File: config.mk
export PLATFORM = sky130hd
export DESIGN_NAME = routing_lut_prog
export DESIGN_NICKNAME = d
export VERILOG_FILES = /design/src/rtl/routing_lut_prog_pkg.sv /design/src/rtl/routing_lut_prog_region_match.sv /design/src/rtl/routing_lut_prog.sv
export SDC_FILE = /design/constraint.sdc
export NUM_CORES = 1
export LEC_CHECK = 0
export CORE_ASPECT_RATIO = 0.9
export CORE_MARGIN = 4
export CORE_UTILIZATION = 35
export DETAILED_ROUTE_END_ITERATION = 10
export GPL_TIMING_DRIVEN = 0
export PLACE_DENSITY = 0.61
export SLEW_MARGIN = 15
export SYNTH_ARGS = -nofsm -noshare
export SYNTH_HDL_FRONTEND = slang
export SYNTH_SLANG_ARGS = --single-unit
File: constraint.sdc
create_clock -name clock -period 7.7 [get_ports clock]
set_input_delay 1.54 -clock clock [delete_from_list [all_inputs] [get_ports clock]]
set_output_delay 1.54 -clock clock [all_outputs]
set_load 0.03 [all_outputs]
File: src/rtl/routing_lut_prog_pkg.sv
// Shared routing definitions for the NI address decoder.
// Widths, route bit order and the miss encoding live here.
package routing_lut_prog_pkg;

   localparam int ADDR_W_DEF = 32;
   localparam int PATH_W_DEF = 7;
   localparam int TGT_W_DEF  = 4;

   // Hop 0 sits at bit 0 of the source route.
   localparam int ROUTE_FIRST_HOP_LSB = 0;

   localparam int FAIL_PATH   = 0;
   localparam int FAIL_TARGET = 0;
   localparam int FAIL_IDX    = 0;

   typedef struct packed {
      logic hit;
      logic fail;
   } lookup_flags_t;

endpackage

File: src/rtl/routing_lut_prog_region_match.sv
// Single address-window comparator.
// Unsigned inclusive bounds; base > limit can never hit.
module routing_region_match
   import routing_lut_prog_pkg::*;
#(
   parameter int ADDR_W = ADDR_W_DEF
) (
   input  logic              en,
   input  logic [ADDR_W-1:0] base,
   input  logic [ADDR_W-1:0] limit,
   input  logic [ADDR_W-1:0] addr,
   output logic              hit
);

   assign hit = en && (addr >= base) && (addr <= limit);

endmodule

File: src/rtl/routing_lut_prog.sv
// Programmable address-to-route decoder with a single registered
// response stage, lowest-index priority and a saturating miss counter.
module routing_lut_prog
   import routing_lut_prog_pkg::*;
#(
   parameter int ADDR_W    = ADDR_W_DEF,
   parameter int PATH_W    = PATH_W_DEF,
   parameter int TGT_W     = TGT_W_DEF,
   parameter int N_REGIONS = 8,
   parameter int IDX_W     = $clog2(N_REGIONS),
   parameter int CNT_W     = 16
) (
   input  logic              clock,
   input  logic              reset,
   input  logic              cfg_we,
   input  logic [IDX_W-1:0]  cfg_idx,
   input  logic              cfg_en,
   input  logic [ADDR_W-1:0] cfg_base,
   input  logic [ADDR_W-1:0] cfg_limit,
   input  logic [PATH_W-1:0] cfg_path,
   input  logic [TGT_W-1:0]  cfg_target,
   input  logic              cnt_clr,
   input  logic              req_valid,
   output logic              req_ready,
   input  logic [ADDR_W-1:0] req_addr,
   output logic              resp_valid,
   input  logic              resp_ready,
   output logic [PATH_W-1:0] resp_path,
   output logic [TGT_W-1:0]  resp_target,
   output logic              resp_fail,
   output logic [IDX_W-1:0]  resp_idx,
   output logic [CNT_W-1:0]  fail_count
);

   localparam logic [CNT_W-1:0] CNT_MAX = {CNT_W{1'b1}};

   logic [N_REGIONS-1:0] en_q;
   logic [ADDR_W-1:0]    base_q   [N_REGIONS];
   logic [ADDR_W-1:0]    limit_q  [N_REGIONS];
   logic [PATH_W-1:0]    path_q   [N_REGIONS];
   logic [TGT_W-1:0]     target_q [N_REGIONS];

   logic [N_REGIONS-1:0] hit;
   logic                 idx_ok;
   logic                 accept;
   lookup_flags_t        flags;
   logic [IDX_W-1:0]     sel_idx;
   logic [PATH_W-1:0]    lk_path;
   logic [TGT_W-1:0]     lk_target;
   logic [IDX_W-1:0]     lk_idx;

   assign idx_ok    = (32'(cfg_idx) < 32'(N_REGIONS));
   assign req_ready = !resp_valid || resp_ready;
   assign accept    = req_valid && req_ready;

   // Table writes land at the edge; a same-edge lookup sees old contents.
   always_ff @(posedge clock) begin
      if (reset) begin
         en_q <= '0;
         for (int i = 0; i < N_REGIONS; i++) begin
            base_q[i]   <= '0;
            limit_q[i]  <= '0;
            path_q[i]   <= '0;
            target_q[i] <= '0;
         end
      end else if (cfg_we && idx_ok) begin
         en_q[cfg_idx]     <= cfg_en;
         base_q[cfg_idx]   <= cfg_base;
         limit_q[cfg_idx]  <= cfg_limit;
         path_q[cfg_idx]   <= cfg_path;
         target_q[cfg_idx] <= cfg_target;
      end
   end

   for (genvar g = 0; g < N_REGIONS; g++) begin : g_match
      routing_region_match #(.ADDR_W(ADDR_W)) u_match (
         .en    (en_q[g]),
         .base  (base_q[g]),
         .limit (limit_q[g]),
         .addr  (req_addr),
         .hit   (hit[g])
      );
   end

   // Descending scan so the lowest hitting index is the last one kept.
   always_comb begin
      flags   = '0;
      sel_idx = '0;
      for (int i = N_REGIONS - 1; i >= 0; i--) begin
         if (hit[i]) begin
            flags.hit = 1'b1;
            sel_idx   = IDX_W'(i);
         end
      end
      flags.fail = !flags.hit;
   end

   always_comb begin
      lk_path   = PATH_W'(FAIL_PATH);
      lk_target = TGT_W'(FAIL_TARGET);
      lk_idx    = IDX_W'(FAIL_IDX);
      if (flags.hit) begin
         lk_path   = path_q[sel_idx];
         lk_target = target_q[sel_idx];
         lk_idx    = sel_idx;
      end
   end

   always_ff @(posedge clock) begin
      if (reset) begin
         resp_valid  <= 1'b0;
         resp_path   <= '0;
         resp_target <= '0;
         resp_fail   <= 1'b0;
         resp_idx    <= '0;
      end else if (accept) begin
         resp_valid  <= 1'b1;
         resp_path   <= lk_path;
         resp_target <= lk_target;
         resp_fail   <= flags.fail;
         resp_idx    <= lk_idx;
      end else if (resp_ready) begin
         resp_valid  <= 1'b0;
      end
   end

   always_ff @(posedge clock) begin
      if (reset || cnt_clr) begin
         fail_count <= '0;
      end else if (accept && flags.fail && fail_count != CNT_MAX) begin
         fail_count <= fail_count + 1'b1;
      end
   end

endmodule

Word level (Yosys, flattened, before mapping)
Memory sizes are Yosys's and may differ from the RTL's.
Index checks and enable logic that the tools add are counted.
- add/subtract/negate cells: 1
- order comparisons: 18
- eq/ne operators: 1
- muxes and demuxes: 41
- reduce and logical (&&, ||, !) cells: 29
- operator list (cell ; count):
    >= comparator 32 bit ; 8
    <= comparator 32 bit ; 8
    two-way mux 32 bit ; 2
    OR reduction 32 bit ; 2
    two-way mux 3 bit ; 13
    logical AND 1 bit ; 20
    two-way mux 1 bit ; 20
    adder 16 x 1 -> 16 bit (second input constant) ; 1
    inequality test 16 bit (second input constant) ; 1
    two-way mux 7 bit ; 2
    bitwise mux 8 bit ; 1
    two-way mux 4 bit ; 2
    OR reduction 7 bit ; 1
    less-than comparator 3 x 4 -> 1 bit (second input constant) ; 1
    OR reduction 4 bit ; 1
    demux 1 bit (select 3 bit) ; 1
    >= comparator 3 x 1 -> 1 bit (second input constant) ; 1
    zero test 1 bit ; 2
    logical OR 1 bit ; 2
    nonzero test 2 bit ; 1
- register bits after elaboration: 40
- RAM bits: 600
- input port bits: 117
- output and inout port bits: 33
- word-level logic and storage cells: 101
- memories: 4
- memories (name ; depth ; width ; rd ports ; clocked after Yosys merged registers in ; write ports ; line ; source):
    base_q ; 8 ; 32 ; 8 ; 0 ; 8 ; routing_lut_prog.sv:38 ; logic [ADDR_W-1:0] base_q [N_REGIONS];
    limit_q ; 8 ; 32 ; 8 ; 0 ; 8 ; routing_lut_prog.sv:39 ; logic [ADDR_W-1:0] limit_q [N_REGIONS];
    path_q ; 8 ; 7 ; 1 ; 0 ; 8 ; routing_lut_prog.sv:40 ; logic [PATH_W-1:0] path_q [N_REGIONS];
    target_q ; 8 ; 4 ; 1 ; 0 ; 8 ; routing_lut_prog.sv:41 ; logic [TGT_W-1:0] target_q [N_REGIONS];

Longest topological paths before layout
An unclocked memory read counts as a cell.
- depth after elaboration: 15
- depth in mapped cells: 15
- mapped depth without buffers: 13

Hierarchy
Synthesis repeated with hierarchy kept, for this count alone.
- cells, all modules: 3374
- area total of the unflattened synthesis: 37435.9 sq um
- by module, submodules not included (module ; times used ; cells an instance ; area an instance (sq um) ; seq. area each (sq um)):
    routing_lut_prog ; 1 ; 1590 ; 24603.6 ; 18818.0
    routing_region_match ; 8 ; 223 ; 1604.0 ; 0.0

Worst setup path after synthesis
OpenSTA, ideal clock, no wires.
- path kind: input to register
- start: in cfg_idx[2]
- end: mem base_q[3][0] in the netlist's numbering, enable pin
- setup time: 0.525 ns
- data arrival time: 5.421 ns
- data required time: 7.175 ns
- setup slack: 1.755 ns
- stages: 3
- path buffers: 1
- cell sequence: clkbuf_1 -> nand2b_1 -> o21bai_1
- RTL lines (what ; line ; source):
    from (decl) ; routing_lut_prog.sv:16 ; input logic [IDX_W-1:0] cfg_idx,
    to (decl) ; routing_lut_prog.sv:38 ;

Worst setup path in the final report
- start: in req_addr[15]
- end: reg resp_path[0]
- longest elaborated chain between the ends: 13
- elaborated cells between the ends (all ways): 50
- classes of those cells: order compare (16); mux (17); reduce/logical (16); memory (1)
- RTL lines (what ; line ; source):
    from (decl) ; routing_lut_prog.sv:25 ; input logic [ADDR_W-1:0] req_addr,
    >= comparator 32 bit ; routing_lut_prog_region_match.sv:15 ; assign hit = en && (addr >= base) && (addr <= limit);
    logical AND 1 bit (2 in a row) ; routing_lut_prog_region_match.sv:15 ;
    two-way mux 3 bit (8 in a row) ; routing_lut_prog.sv:90 ; if (hit[i]) begin
    memory read (8 x 7 bit) ; n/a ;
    two-way mux 7 bit (*) ; routing_lut_prog.sv:102 ; if (flags.hit) begin
    to (signal assigned) ; routing_lut_prog.sv:118 ; resp_path <= lk_path;
    to (decl) ; routing_lut_prog.sv:28 ; output logic [PATH_W-1:0] resp_path,
Every way passes the cells marked *; elsewhere a longest branch is shown, timed or not.
A chain may end at the register's enable or synchronous reset.

==> out/metrics.cfg <==
[placed_design]
dpl_cell_area_mm2 = 0.0411
gp_congestion = 0.881
place_inst = 4938
place_ws_ns = -0.182
io_buffers = 147
hpwl_um = 77000

[worst_setup_path]
ff2ff_setup_slack_ns = 2.24
startpoint_type = input pin
cp.arrival_ns = 8.00
crit_path_max_fanout = 16
crit_path_end_kind = flip-flop
crit_required_ns = 8.26
crit_type = input pin to flip-flop

[yosys]
synth_area_mm2 = 0.0374
async_reset_ff_frac = 0
synth.ff_latch_count = 640
synth_edf_count = 600
syn_nets = 4023
synthesis.area_per_instance_um2 = 11.0
synth_ff_type = edfxtp_1
yosys_warnings = 0
ys_types = 76
yosysSeqAreaShare = 0.503
syn_inst = 3393

[clock_tree]
insertion_delay_ns = 0.64
htreeDepth = 3
clk_pin_slew_ns = 0.06
cts_tree = yes
cts.sinks = 640
clockBufferDepth = 3
cts-resized-gates = 0
ctsHoldBuffers = 0
cts-root-buf = clkbuf_16
cts-buffers-inserted = 76
cts_setup_buffers = 0

[floorplan]
core-area_mm2 = 0.106
io-pin-count = 150
die-width_um = 353
die_h_um = 318
rows = 113
initial_utilization = 0.354
dieArea_mm2 = 0.112

[finish]
drive_gt1_frac = 0.0506
mostFrequentLayoutCells = 602 x and2_1, 600 x edfxtp_1, 527 x inv_1
final_common_cell = and2_1
finalNetCount = 4266
final_area_mm2 = 0.0435
stdcell_count = 5081
areaGrowthSynthToFinish_pct = 16.2

[sta]
final_hold_viol_count = 0
setup_viol = 0
slew_headroom = 0.131
fin_crit_sh = 0.967
drv_slew = 0
layout_min_cycle_time_ns = 7.44
timing.fmax_mhz = 134
max_slew.worst_pin.slew_ns = 1.29
finClkSkew_ns = 0.0301
rsz0062_at_grt = false
whs_ns = 0.479
fin_ws_ns = 0.257

[grt]
grt_pass1_vias = 24779
grt.busiest_layer = met2
grt.met1_usage = 0.256
grt_antenna_before_repair = 13
met2_usage = 0.309
grt.overflow.total = 0
met3_usage = 0.0270
grt_pass1_wl_um = 157000
grt_usage = 0.188
grt_max_degree = 47

[drt]
detail-route-antenna-nets = 0
vias = 25724
drt-wirelength-per-cell_um = 21.1
totalWireLength_um = 107000
drc_errors = 0
drt_iter0_markers = 1841
first_pass_iters = 5
routed_via_density = 5.06

[power_and_ir_drop]
p_per_area_mw_per_mm2 = 201
p_leak_nw = 18.5
ir_drop_mv = 0.181

[status]
run_status = complete, no violations

[min_path]
min_path_type = flip-flop to flip-flop

[flow_run]
drv_cap = 0

worst max-delay path, cell delays in order:
cell	delay (ns)
clkdlybuf4s50_1	1.05
ha_1	0.65
nand4_1	0.17
nor4_2	0.88
o21ai_0	0.58
o211ai_1	0.46
a31oi_1	0.27
a2bb2oi_1	0.54
o2111ai_1	0.41
buf_4	0.33
nor3_2	0.68
o211ai_1	0.23
o211ai_1	0.18
synth_stat cells, types with 40 or more instances:
| master | number | area share |
|---|---|---|
| a21o_1 | 45 | 0.0090 |
| o21ai_0 | 100 | 0.013 |
| inv_1 | 527 | 0.053 |
| edfxtp_1 | 600 | 0.48 |
| ha_1 | 513 | 0.17 |
| and2_1 | 602 | 0.10 |
| nand4_1 | 84 | 0.014 |
| nor2_1 | 83 | 0.0083 |
| nand2_1 | 151 | 0.015 |
| a21oi_1 | 185 | 0.025 |
| dfxtp_1 | 40 | 0.021 |
| clkbuf_1 | 65 | 0.0065 |
| nand3_1 | 41 | 0.0055 |
kinds of logic (layout without fill, tap and decap cells):
kind of cell    after synthesis  count (layout)  synth area share
compound gates              489             489            0.0828
flops                       640             640             0.503
simple gates               1079            1079             0.164
mux                          50              50            0.0142
fa+ha+maj                   513             513             0.171
other cells                   0               7                 0
xor+xnor                     14              14           0.00327
buf+inv                     608             909            0.0616
metrics by stage:
step           TNS (ns)  total power [mW]  utilization
5_1_grt               0              9.15        0.411
4_1_cts               0              8.84        0.411
3_5_place_dp      -1.33              5.30        0.388
3_3_place_gp    -334.77              5.26        0.384
2_1_floorplan         0              4.80            -
6_report              0              8.76        0.411
metal layers:
layer  vias to the layer above  wire [um]
met2                       607      49300
met3                       165       5840
met5                         -         21
met4                         4       3680
li1                      12396          -
met1                     12552      48400
where the power goes:
part           switching (mW)  internal, mW  leakage (nW)
clock                    1.49          2.04          1.17
sequential             0.0540          4.02          6.12
combinational           0.720         0.430          11.2
cell type report:
type                       count  area [um^2]
tap                         1380         1730
fill                        9996        62400
timing repair buffer         165         1810
antenna                        7         17.5
clock inverter                39          379
sequential                   640        18800
buffer                        81          329
clock buffer                  97         2020
inverter                     527         1980
multi-input combinational   2145        16400
flip-flops by register name, indices dropped and copies added (netlist names), 4 cells and up:
register and flops:
base_q 256, limit_q 256, path_q 56, target_q 32
fail_count 16, en_q 8, resp_path 7, resp_target 4
final timing paths:
path / from / to / cells after the start
worst max-delay path: req_addr[15] / resp_path[0] / 13
worst min register to register: resp_idx[1] / resp_idx[1] / 2
worst min-delay path: resp_idx[1] / resp_idx[1] / 2
worst max register to register: limit_q[3][14] / resp_path[0] / 13
No activity file was read; power rests on OpenSTA's default activity.
